--- src/rtl/square_iter.sv ---
// square_iter: iterative 32x32 unsigned squarer, radix-4 shift-add, 16 cycles; SQUARE_ROUND_EN rounds q half up
module square_iter (
  input  logic        clk,
  input  logic        clrn,
  input  logic [31:0] a,
  input  logic        start,
  output logic [63:0] p,
  output logic [31:0] q,
  output logic        busy,
  output logic        ready,
  output logic [3:0]  count
);
  typedef enum logic {IDLE, RUN} state_t;
  state_t state, state_nxt;
  logic [31:0] mcand, mplier;
  logic [33:0] acc, pp, sum;
  logic [63:0] prod;
  logic last;
  assign busy = state == RUN;
  assign last = count == 4'd15;
  // one radix-4 step: add m*a to the upper accumulator; prod is the shifted {acc, mplier} pair
  always_comb begin
    pp = ({2'b0, mcand} & {34{mplier[0]}}) + ({1'b0, mcand, 1'b0} & {34{mplier[1]}});
    sum = acc + pp;
    prod = {sum, mplier[31:2]};
    state_nxt = state == IDLE ? (start ? RUN : IDLE) : (last ? IDLE : RUN);
  end
  // state register
  always_ff @(posedge clk or negedge clrn)
    if (!clrn) state <= IDLE;
    else state <= state_nxt;
  // datapath: load operand on accepted start, iterate while running, publish result on the last step
  always_ff @(posedge clk or negedge clrn)
    if (!clrn) begin
      mcand <= '0;
      mplier <= '0;
      acc <= '0;
      count <= '0;
      p <= '0;
      q <= '0;
      ready <= 1'b0;
    end else begin
      ready <= 1'b0;
      if (state == IDLE && start) begin
        mcand <= a;
        mplier <= a;
        acc <= '0;
        count <= '0;
      end else if (state == RUN) begin
        acc <= {2'b0, sum[33:2]};
        mplier <= {sum[1:0], mplier[31:2]};
        count <= count + 4'd1;
        if (last) begin
          p <= prod;
`ifdef SQUARE_ROUND_EN
          q <= prod[63:32] + {31'b0, prod[31]};
`else
          q <= prod[63:32];
`endif
          ready <= 1'b1;
        end
      end
    end
endmodule

--- config.mk ---
export PLATFORM = sky130hd
export DESIGN_NAME = square_iter
export DESIGN_NICKNAME = d
export VERILOG_FILES = /design/src/rtl/square_iter.sv
export SDC_FILE = /design/constraint.sdc
export NUM_CORES = 1
export LEC_CHECK = 0
export CELL_PAD_IN_SITES_DETAIL_PLACEMENT = 0
export CELL_PAD_IN_SITES_GLOBAL_PLACEMENT = 2
export CORE_UTILIZATION = 35
export DETAILED_ROUTE_END_ITERATION = 6
export GPL_ROUTABILITY_DRIVEN = 1
export GPL_TIMING_DRIVEN = 0
export PLACE_DENSITY = 0.81
export SYNTH_ARGS = -nofsm -noshare
export SYNTH_HDL_FRONTEND = slang
export SYNTH_SLANG_ARGS = --single-unit
--- constraint.sdc ---
create_clock -name clk -period 4.6 [get_ports clk]
set_input_delay 1.15 -clock clk [delete_from_list [all_inputs] [get_ports clk]]
set_output_delay 1.15 -clock clk [all_outputs]
set_load 0.02 [all_outputs]
## Yosys cells after proc, flatten, opt, wreduce, memory -nomap -nowiden

Cells that the tools add are included.

| storage, ports and cells | value |
|---|---|
| register bits after elaboration | 200 |
| latch bits | 0 |
| RAM bits | 0 |
| ROM bits | 0 |
| input port bits | 35 |
| output and inout port bits | 102 |
| logic and storage cells | 31 |
| memories kept | 0 |

| operators by class | value |
|---|---|
| add/sub/neg operators | 3 |
| multipliers | 0 |
| div/mod/pow operators | 0 |
| $lt $le $gt $ge | 0 |
| equality and inequality tests | 1 |
| shift operators | 0 |
| multiplexer cells | 12 |
| bitwise gates (word level) | 4 |
| reductions and logical operators | 3 |

Operators by type and width:

| operator | number |
|---|---|
| adder 34 bit | 2 |
| two-way mux 34 bit | 2 |
| two-way mux 32 bit | 2 |
| AND 32 x 34 -> 34 bit | 1 |
| AND 33 x 34 -> 34 bit | 1 |
| two-way mux 4 bit | 2 |
| two-way mux 1 bit | 6 |
| adder 4 x 1 -> 4 bit, second input constant | 1 |
| == test 4 bit, second input constant | 1 |
| AND reduction 3 bit | 1 |
| NOT 1 bit | 2 |
| nonzero test 2 bit | 1 |
| logical AND 1 bit | 1 |

## Longest topological paths before layout

Gate-level depths: netlist (run 1).

| logic depth | value |
|---|---|
| depth in word-level cells | 5 |
| mapped depth | 13 |
| mapped depth without buffers | 12 |

## Least setup slack after synthesis (run 1)

No wires, ideal clock.

| path | value |
|---|---|
| path type | reg-to-reg |
| start point | register mplier[0] |
| end point | register acc[25] |
| setup time | 0.122 ns |
| arrival time | 3.557 ns |
| required time | 4.478 ns |
| path slack | 0.921 ns |
| stages on the path, launching flop included | 14 |
| path buffers | 1 |
| clock period less this slack | 3.679 ns |
| cell sequence | dfrtp_1 > clkbuf_1 > nand2_1 > fa_1 > inv_1 > ha_1 > fa_1 > a21o_1 > a221o_1 > a222oi_1 > a211o_2 > a211oi_1 > or3_1 > a32o_1 |

| on the way | value |
|---|---|
| cells in the longest elaborated chain, start to end | 5 |

RTL lines:

| what | line | RTL |
|---|---|---|
| start, declared | 15 | `logic [31:0] mcand, mplier;` |
| start signal, assigned | 51 | `mplier <= {sum[1:0], mplier[31:2]};` |
| AND 32 x 34 -> 34 bit | 23 | `pp = ({2'b0, mcand} & {34{mplier[0]}}) + ({1'b0, mcand, 1'b0} & {34{mplier[1]}});` |
| adder 34 bit | 23 |  |
| adder 34 bit | 24 | `sum = acc + pp;` |
| two-way mux 34 bit | 49 | `end else if (state == RUN) begin` |
| two-way mux 34 bit | 44 | `if (state == IDLE && start) begin` |
| end signal, assigned | 50 | `acc <= {2'b0, sum[33:2]};` |
| end, declared | 16 | `logic [33:0] acc, pp, sum;` |

No other way between the ends. The select of a mux whose other input is x is not followed.
A chain may end at the register's enable or synchronous reset.

## Final worst setup path (run 1)

Ends and elaborated chain as after synthesis.

==> summary.txt, run 1 <==
Logic synthesis
  • Post-synthesis sequential area ratio: 44.3%
  • Synthesis-stage register bit count: 166
  • Fraction of registers with async set/reset: 100%
  • Syn Std Cell Area: 9380 sq um
  • Synth area leader: dfrtp_1
  • Most common cell in the synthesized netlist: nand2_1
  • Syn nets: 1057
  • Area contributors post-synth: dfrtp_1 (44%), nand2_1 (8.6%), fa_1 (6.8%)
  • Yosys cell types: 55
  • YS warnings: 0
  • Area share of the leading cell type in the synthesized netlist: 44.3%
  • Top post-synthesis cells by count: nand2_1 (216), dfrtp_1 (166), o21ai_0 (107)
  • Leading register cell type out of synthesis: dfrtp_1
  • Synth Instances: 956
  • Average cell area after synthesis: 9.81 sq um
  • EDFF count, synth: 0

Worst hold path
  • Tightest Hold Check Type: flop to flop
  • Hold Path Cell Cnt: 2

Clock tree
  • CTS tree: yes
  • Hold_buf cts: 0
  • Post-CTS Setup Inserts: 0
  • Clock tree root buffer cell: clkbuf_16
  • Max clock buf depth: 2
  • Clock latency on the worst-skew pair: 430 ps
  • Clock sinks: 166
  • Clk slew on worst S/H paths: 70 ps
  • Total CTS buffers: 17
  • H-tree depth: 4
  • Post-CTS Resized: 0

Global route
  • Tot GR Track Use: 19.7%
  • Grt total ovfl: 0
  • Antenna violations before repair: 0
  • First-pass GRT wire length: 41.9 mm
  • Largest net degree at the start of global routing: 108
  • Vias in the first global route: 7469

Floorplanning
  • Die ar.: 27500 sq um
  • Die H: 166 um
  • Die width: 166 um
  • Starting Density: 35.8%
  • Rows: 59
  • I/O pin count: 137
  • Core box area: 26200 sq um

Worst setup path
  • Worst R2R Start: mplier[0]
  • Crit end category: flop
  • Worst Setup Start Kind: flop
  • Worst EP arrival: 4640 ps
  • Worst Reg-to-Reg Cells: 13
  • Worst Path Required: 4920 ps
  • Max stage delay on crit path: 560 ps
  • Most numerous cell on the critical path: fa_1
  • Critical path peak fanout: 10
  • Setup slack, reg-to-reg: 280 ps
  • RR Endpoint: acc[25]
  • Worst path slowest cell: a222oi_1
  • Delay-heaviest family, CP: compound AO/OA/AOI/OAI gates
  • Worst Setup EP: acc[25]
  • Cell Chain, Critical Path: clkbuf_2 -> nand2_1 -> fa_1 -> inv_1 -> ha_1 -> fa_1 -> a21o_1 -> a221o_1 -> a222oi_1 -> a211o_2 -> a211oi_1 -> or3_1 -> a32o_1
  • Number of cells on the critical path: 13
  • Buffers plus inverters on the worst setup path: 2
  • WS Path Type: flop to flop
  • Critical Path Start: mplier[0]

Layout
  • Final Cell Area: 11800 sq um
  • Area Overhead vs Synth: 25.4%
  • Layout cell share with drive strength beyond 1: 10.3%
  • Finished Layout Cells: 1459
  • Ant. Diodes: 0
  • NumNets Final: 1212

STA
  • Final Hold Vio Count: 0
  • RSZ-0062 raised after global routing: false
  • Final worst-path cycle share: 94.0%
  • Hold slack: 474 ps
  • Setup TNS: 0 ps
  • Setup Skew: 12.6 ps
  • Number of setup violations in the final report: 0
  • Fmax: 231 MHz
  • Max-slew headroom: 46.6%
  • Final max-slew violation count: 0
  • Fin crit period: 4320 ps
  • Worst slew pin tran: 798 ps

Status
  • Failing checks: design-rule violations
  • Status: finished, violations left

Placed design
  • I/O Buffers: 135
  • Area of placed instances: 11200 sq um
  • DP Wirelength: 19.5 mm
  • GP Congestion: 0.846
  • Placed Cells: 1427

Routing
  • Average wire per standard cell: 17.7 um
  • TritonRoute pass-1 iters: 7
  • Routed vias: 7285
  • Antenna viol nets, final: 0
  • Vias/cell: 4.99
  • DRT iter0 DRCs: 444
  • # DRC: 9
  • Routed wire length: 25.9 mm

Pwr
  • Max IR drop VDD: 0.000331 V
  • Cell leakage power: 0.00538 uW
  • Total chip power: 10600 uW
  • Power per Cell Area: 897 nW/um^2

Run
  • Max-Cap Viols: 0
layout make-up:
cell class              count  area (sq um)
well taps                 335           419
multi-input cells         694          4740
plain buffers              86           458
fillers                  2606         14400
repair buffers            136          1380
clock buffers              18           429
flip-flops and latches    166          4150
clock inverters            14           149
inverters                  10          37.5
cells by family after synthesis:
| family | Yosys count | share of synthesized area (%) |
|---|---|---|
| and+or+nand+nor | 336 | 16.3 |
| AOI/OAI and AO/OA | 198 | 12.7 |
| DFF | 166 | 44.3 |
| buffers and inverters | 96 | 5.25 |
| adders and majority gates | 66 | 11.4 |
| muxes | 65 | 7.37 |
| xor gates and xnor gates | 29 | 2.71 |
cell usage in the layout, fill, tap and decap left out, types with 3 or more instances in the layout:
cell type        instances
clkbuf_1                42
buf_1                    6
a22o_1                   3
inv_8                    5
inv_1                   10
mux2_2                  33
clkdlybuf4s50_1        134
xor2_1                  15
xnor2_1                 14
o211ai_1                 5
or3_1                    4
a21o_1                  15
and4_1                   3
nand2b_1                 3
a211oi_1                 4
ha_1                    34
o21ai_0                107
nor2_1                  13
a21oi_1                 26
nor3_1                   6
clkbuf_16               17
o31ai_1                  4
nand2_1                216
a31oi_1                  5
buf_4                   32
and2_1                  66
inv_6                    5
dfrtp_1                166
mux2i_1                 32
and3_1                   4
fa_1                    32
nand4_1                  8
nand3_1                  6
clkbuf_2                 3
buf_2                    3
o21a_1                   4
a31o_2                   5
power by group:
group / internal [uW] / switching (uW)
Sequential: 2200 / 585
Clock: 729 / 707
Combinational: 2710 / 3620
layer usage:
| layer | global-route usage, % | share of wire [%] | vias to the layer above |
|---|---|---|---|
| li1 | - | - | 3528 |
| met1 | 27.2 | 47 | 3600 |
| met2 | 32.6 | 48 | 141 |
| met3 | 2.72 | 3.1 | 16 |
| met4 | 5.12 | 1.2 | 0 |
| met5 | 0 | 0 | - |
per-stage QoR:
step | utilization (%) | setup WS, ps
finish | 44.9 | 278
global route | 44.9 | 138
CTS | 44.9 | 187
detailed placement | 42.7 | 213
global placement | 42.6 | -4820
floorplan | - | 921
tightest hold or removal path: cells and delay by family, from the launching register on:
family        cells  cell delay [ps]
simple gates      2              100
flops             1              340
state kept, by name, indices dropped and copies added (netlist names):
name	count
acc	32
ready	1
count	4
mplier	32
mcand	32
busy	1
p	64
how the worst min path moves through the flow:
stage,from,endpoint
2_1_floorplan,mplier[2],p[0]
3_3_place_gp,p[7],p[7]
6_report,p[2],p[2]
5_1_grt,p[15],p[15]
4_1_cts,p[2],p[2]
3_5_place_dp,p[25],p[25]
Power figures use the tool's default switching activity.
==> run 2, diff against run 1 <==
--- a/config.mk
+++ b/config.mk
@@ -9,7 +9,7 @@
 export CELL_PAD_IN_SITES_GLOBAL_PLACEMENT = 2
 export CORE_UTILIZATION = 35
 export DETAILED_ROUTE_END_ITERATION = 6
-export GPL_ROUTABILITY_DRIVEN = 1
+export GPL_ROUTABILITY_DRIVEN = 0
 export GPL_TIMING_DRIVEN = 0
 export PLACE_DENSITY = 0.81
 export SYNTH_ARGS = -nofsm -noshare
==> run 2 against run 1 <==
  * The run still ends with design-rule violations left
  * Worst hold slack better by 3.1 ps
  * Clock power about the same
  * Critical path depth unchanged
  * Combinational power down 0.6%
  * Total power about the same
  * Die area unchanged
  * Core utilization up 0.11 points
  * Sequential share of layout area down 0.090 points
  * Sequential cell count unchanged
  * Largest power group unchanged
==> summary.txt, run 2 (same netlist as run 1, synthesis figures left out) <==
Status
  • Status: finished, violations left
  • Failing checks: design-rule violations

Clock tree
  • Post-CTS Resized: 0 (unchanged)
  • Clk slew on worst S/H paths: 80 ps (about the same)
  • Post-CTS Setup Inserts: 0 (unchanged)
  • Max clock buf depth: 2 (unchanged)
  • Total CTS buffers: 17 (unchanged)
  • Hold_buf cts: 0 (unchanged)
  • Clock tree root buffer cell: clkbuf_16
  • H-tree depth: 4 (unchanged)
  • Clock latency on the worst-skew pair: 450 ps (+20 ps)
  • Clock sinks: 166 (unchanged)
  • CTS tree: yes

Layout
  • Number of flip-flops under the largest register name: 64 (unchanged)
  • Most frequent cells in the layout: nand2_1 (216), dfrtp_1 (166), clkdlybuf4s50_1 (134)
  • Commonest non-fill, non-tap cell in the layout: nand2_1
  • NumNets Final: 1212 (unchanged)
  • Layout cell share with drive strength beyond 1: 10.4% (+0.089 points)
  • Ant. Diodes: 0 (unchanged)
  • Area Overhead vs Synth: 25.7%
  • Biggest register: p
  • Fill count: 2583 (-0.88%)

Global route
  • Largest net degree at the start of global routing: 111 (+2.8%)
  • First-pass GRT wire length: 41.5 mm (-1.1%)
  • Vias in the first global route: 7413 (-0.75%)
  • Grt total ovfl: 0 (unchanged)
  • Antenna violations before repair: 0 (unchanged)
  • Tot GR Track Use: 19.5% (-0.26 points)

STA
  • Number of setup violations in the final report: 0 (unchanged)
  • Fin crit period: 4240 ps (-83.9 ps)
  • Worst slew pin tran: 776 ps (-22.3 ps)
  • RSZ-0062 raised after global routing: false
  • Setup TNS: 0 ps (unchanged)
  • Fmax: 236 MHz (+2.0%)
  • Final max-slew violation count: 0 (unchanged)
  • Final Hold Vio Count: 0 (unchanged)
  • Setup Skew: 12.0 ps (-0.568 ps)
  • Worst setup margin: 361 ps (+83.9 ps)
  • Max-slew headroom: 48.1% (+1.5 points)
  • Final worst-path cycle share: 92.1% (-1.8 points)
  • Hold slack: 477 ps (+3.09 ps)

Worst setup path
  • Crit end category: flop
  • Buffers plus inverters on the worst setup path: 2 (unchanged)
  • Worst EP arrival: 4570 ps (-70 ps)
  • Worst R2R Start: mplier[0]
  • Max stage delay on crit path: 510 ps (-50 ps)
  • Critical Path Start: mplier[0]
  • Critical path peak fanout: 10 (unchanged)
  • Worst Path Required: 4930 ps (about the same)
  • Worst path slowest cell: fa_1
  • Cell Chain, Critical Path: clkbuf_2 -> nand2_1 -> fa_1 -> inv_1 -> ha_1 -> fa_1 -> a21o_1 -> a221o_1 -> a222oi_1 -> a211o_2 -> a211oi_1 -> or3_1 -> a32o_1
  • Most numerous cell on the critical path: fa_1
  • Delay-heaviest family, CP: compound AO/OA/AOI/OAI gates
  • WS Path Type: flop to flop
  • Worst Setup Start Kind: flop

Routing
  • Antenna viol nets, final: 0 (unchanged)
  • Routed vias: 7250 (-0.48%)
  • DRT iter0 DRCs: 376 (-15%)
  • Routed wire length: 25.6 mm (-1.2%)
  • TritonRoute pass-1 iters: 7 (unchanged)
  • Vias/cell: 4.97 (-0.48%)
  • # DRC: 9 (unchanged)
  • Average wire per standard cell: 17.5 um (-1.2%)

Pwr
  • Max IR drop VDD: 0.000305 V (-7.9%)
  • Power per Cell Area: 895 nW/um^2 (-0.24%)
  • Cell leakage power: 0.00539 uW (+0.28%)

Floorplanning
  • Die width: 166 um (unchanged)
  • Die H: 166 um (unchanged)
  • I/O pin count: 137 (unchanged)
  • Core box area: 26200 sq um (unchanged)
  • Die ar.: 27500 sq um (unchanged)
  • Starting Density: 35.8% (unchanged)
  • Rows: 59 (unchanged)

Worst hold path
  • Tightest Hold Check Type: flop to flop
  • Hold Crit Start: p[20]

Placed design
  • Setup WS pre-CTS: 145 ps (-68.3 ps)
  • I/O Buffers: 135 (unchanged)
  • DP Wirelength: 19.4 mm (-0.62%)

Run
  • Max-Cap Viols: 0 (unchanged)
==> run 2: changes by cell type in the layout (fill, tap and decap cells not counted) <==
| cell | previous run | this run |
|---|---|---|
| clkinv_8 | 2 | 6 |
| inv_8 | 5 | 4 |
| clkinvlp_4 | 1 | 0 |
| inv_6 | 5 | 3 |
| clkbuf_1 | 42 | 41 |
| clkinv_2 | 0 | 1 |
==> run 2: power by group <==
part | internal (uW) | total (uW) | leakage [uW] | switching (uW)
logic | 2710 | 6290 | 0.00304 | 3590
registers | 2200 | 2790 | 0.00206 | 587
clock network | 738 | 1470 | 0.000297 | 734
total | 5650 | 10600 | 0.00539 | 4910
==> run 2: worst reg2reg max path, delay by kind of cell, from the launching register on <==
kind | cells | cell delay, ps
adder cells (fa/ha/maj) | 3 | 1150
AO/OA/AOI/OAI | 6 | 1730
buffers and inverters | 2 | 360
AND/OR/NAND/NOR | 2 | 450
flip-flops | 1 | 460
==> run 2: final timing paths <==
check | end | slack (ps) | cells after the start
setup / recovery | acc[25] | 360 | 13
hold / removal | p[20] | 480 | 2
setup reg to reg | acc[25] | 360 | 13
hold reg to reg | p[20] | 480 | 2
max in group asynchronous | mcand[27] | 3080 | 2
min in group asynchronous | p[6] | 610 | 1
==> run 2: cell type report <==
class | count | area (sq um) | area share (%)
Clock inverter | 15 | 183 | 1.55
Timing Repair Buffer | 136 | 1380 | 11.7
Inverter | 10 | 37.5 | 0.318
Sequential cell | 166 | 4150 | 35.2
Buffer | 86 | 458 | 3.88
Multi-Input combinational cell | 694 | 4740 | 40.1
Tap cell | 335 | 419 | 3.55
Clock buffer | 17 | 425 | 3.61
==> run 2: through the flow <==
step | total power, uW | instances | utilization, % | cell area (sq um)
6_report | 10600 | 1459 | 45.0 | 11800
5_1_grt | 11500 | 1459 | 45.0 | 11800
4_1_cts | 10700 | 1459 | 45.0 | 11800
3_5_place_dp | 9130 | 1427 | 42.7 | 11200
3_3_place_gp | 9070 | 1426 | 42.6 | 11200
2_1_floorplan | 6980 | 956 | - | 9380
==> run 2: routing by layer <==
metal  global-route usage, %  wire length [um]
met5                       0                 0
met4                    4.67               251
met3                    2.69               703
met2                    32.8             12400
met1                    26.5             12200
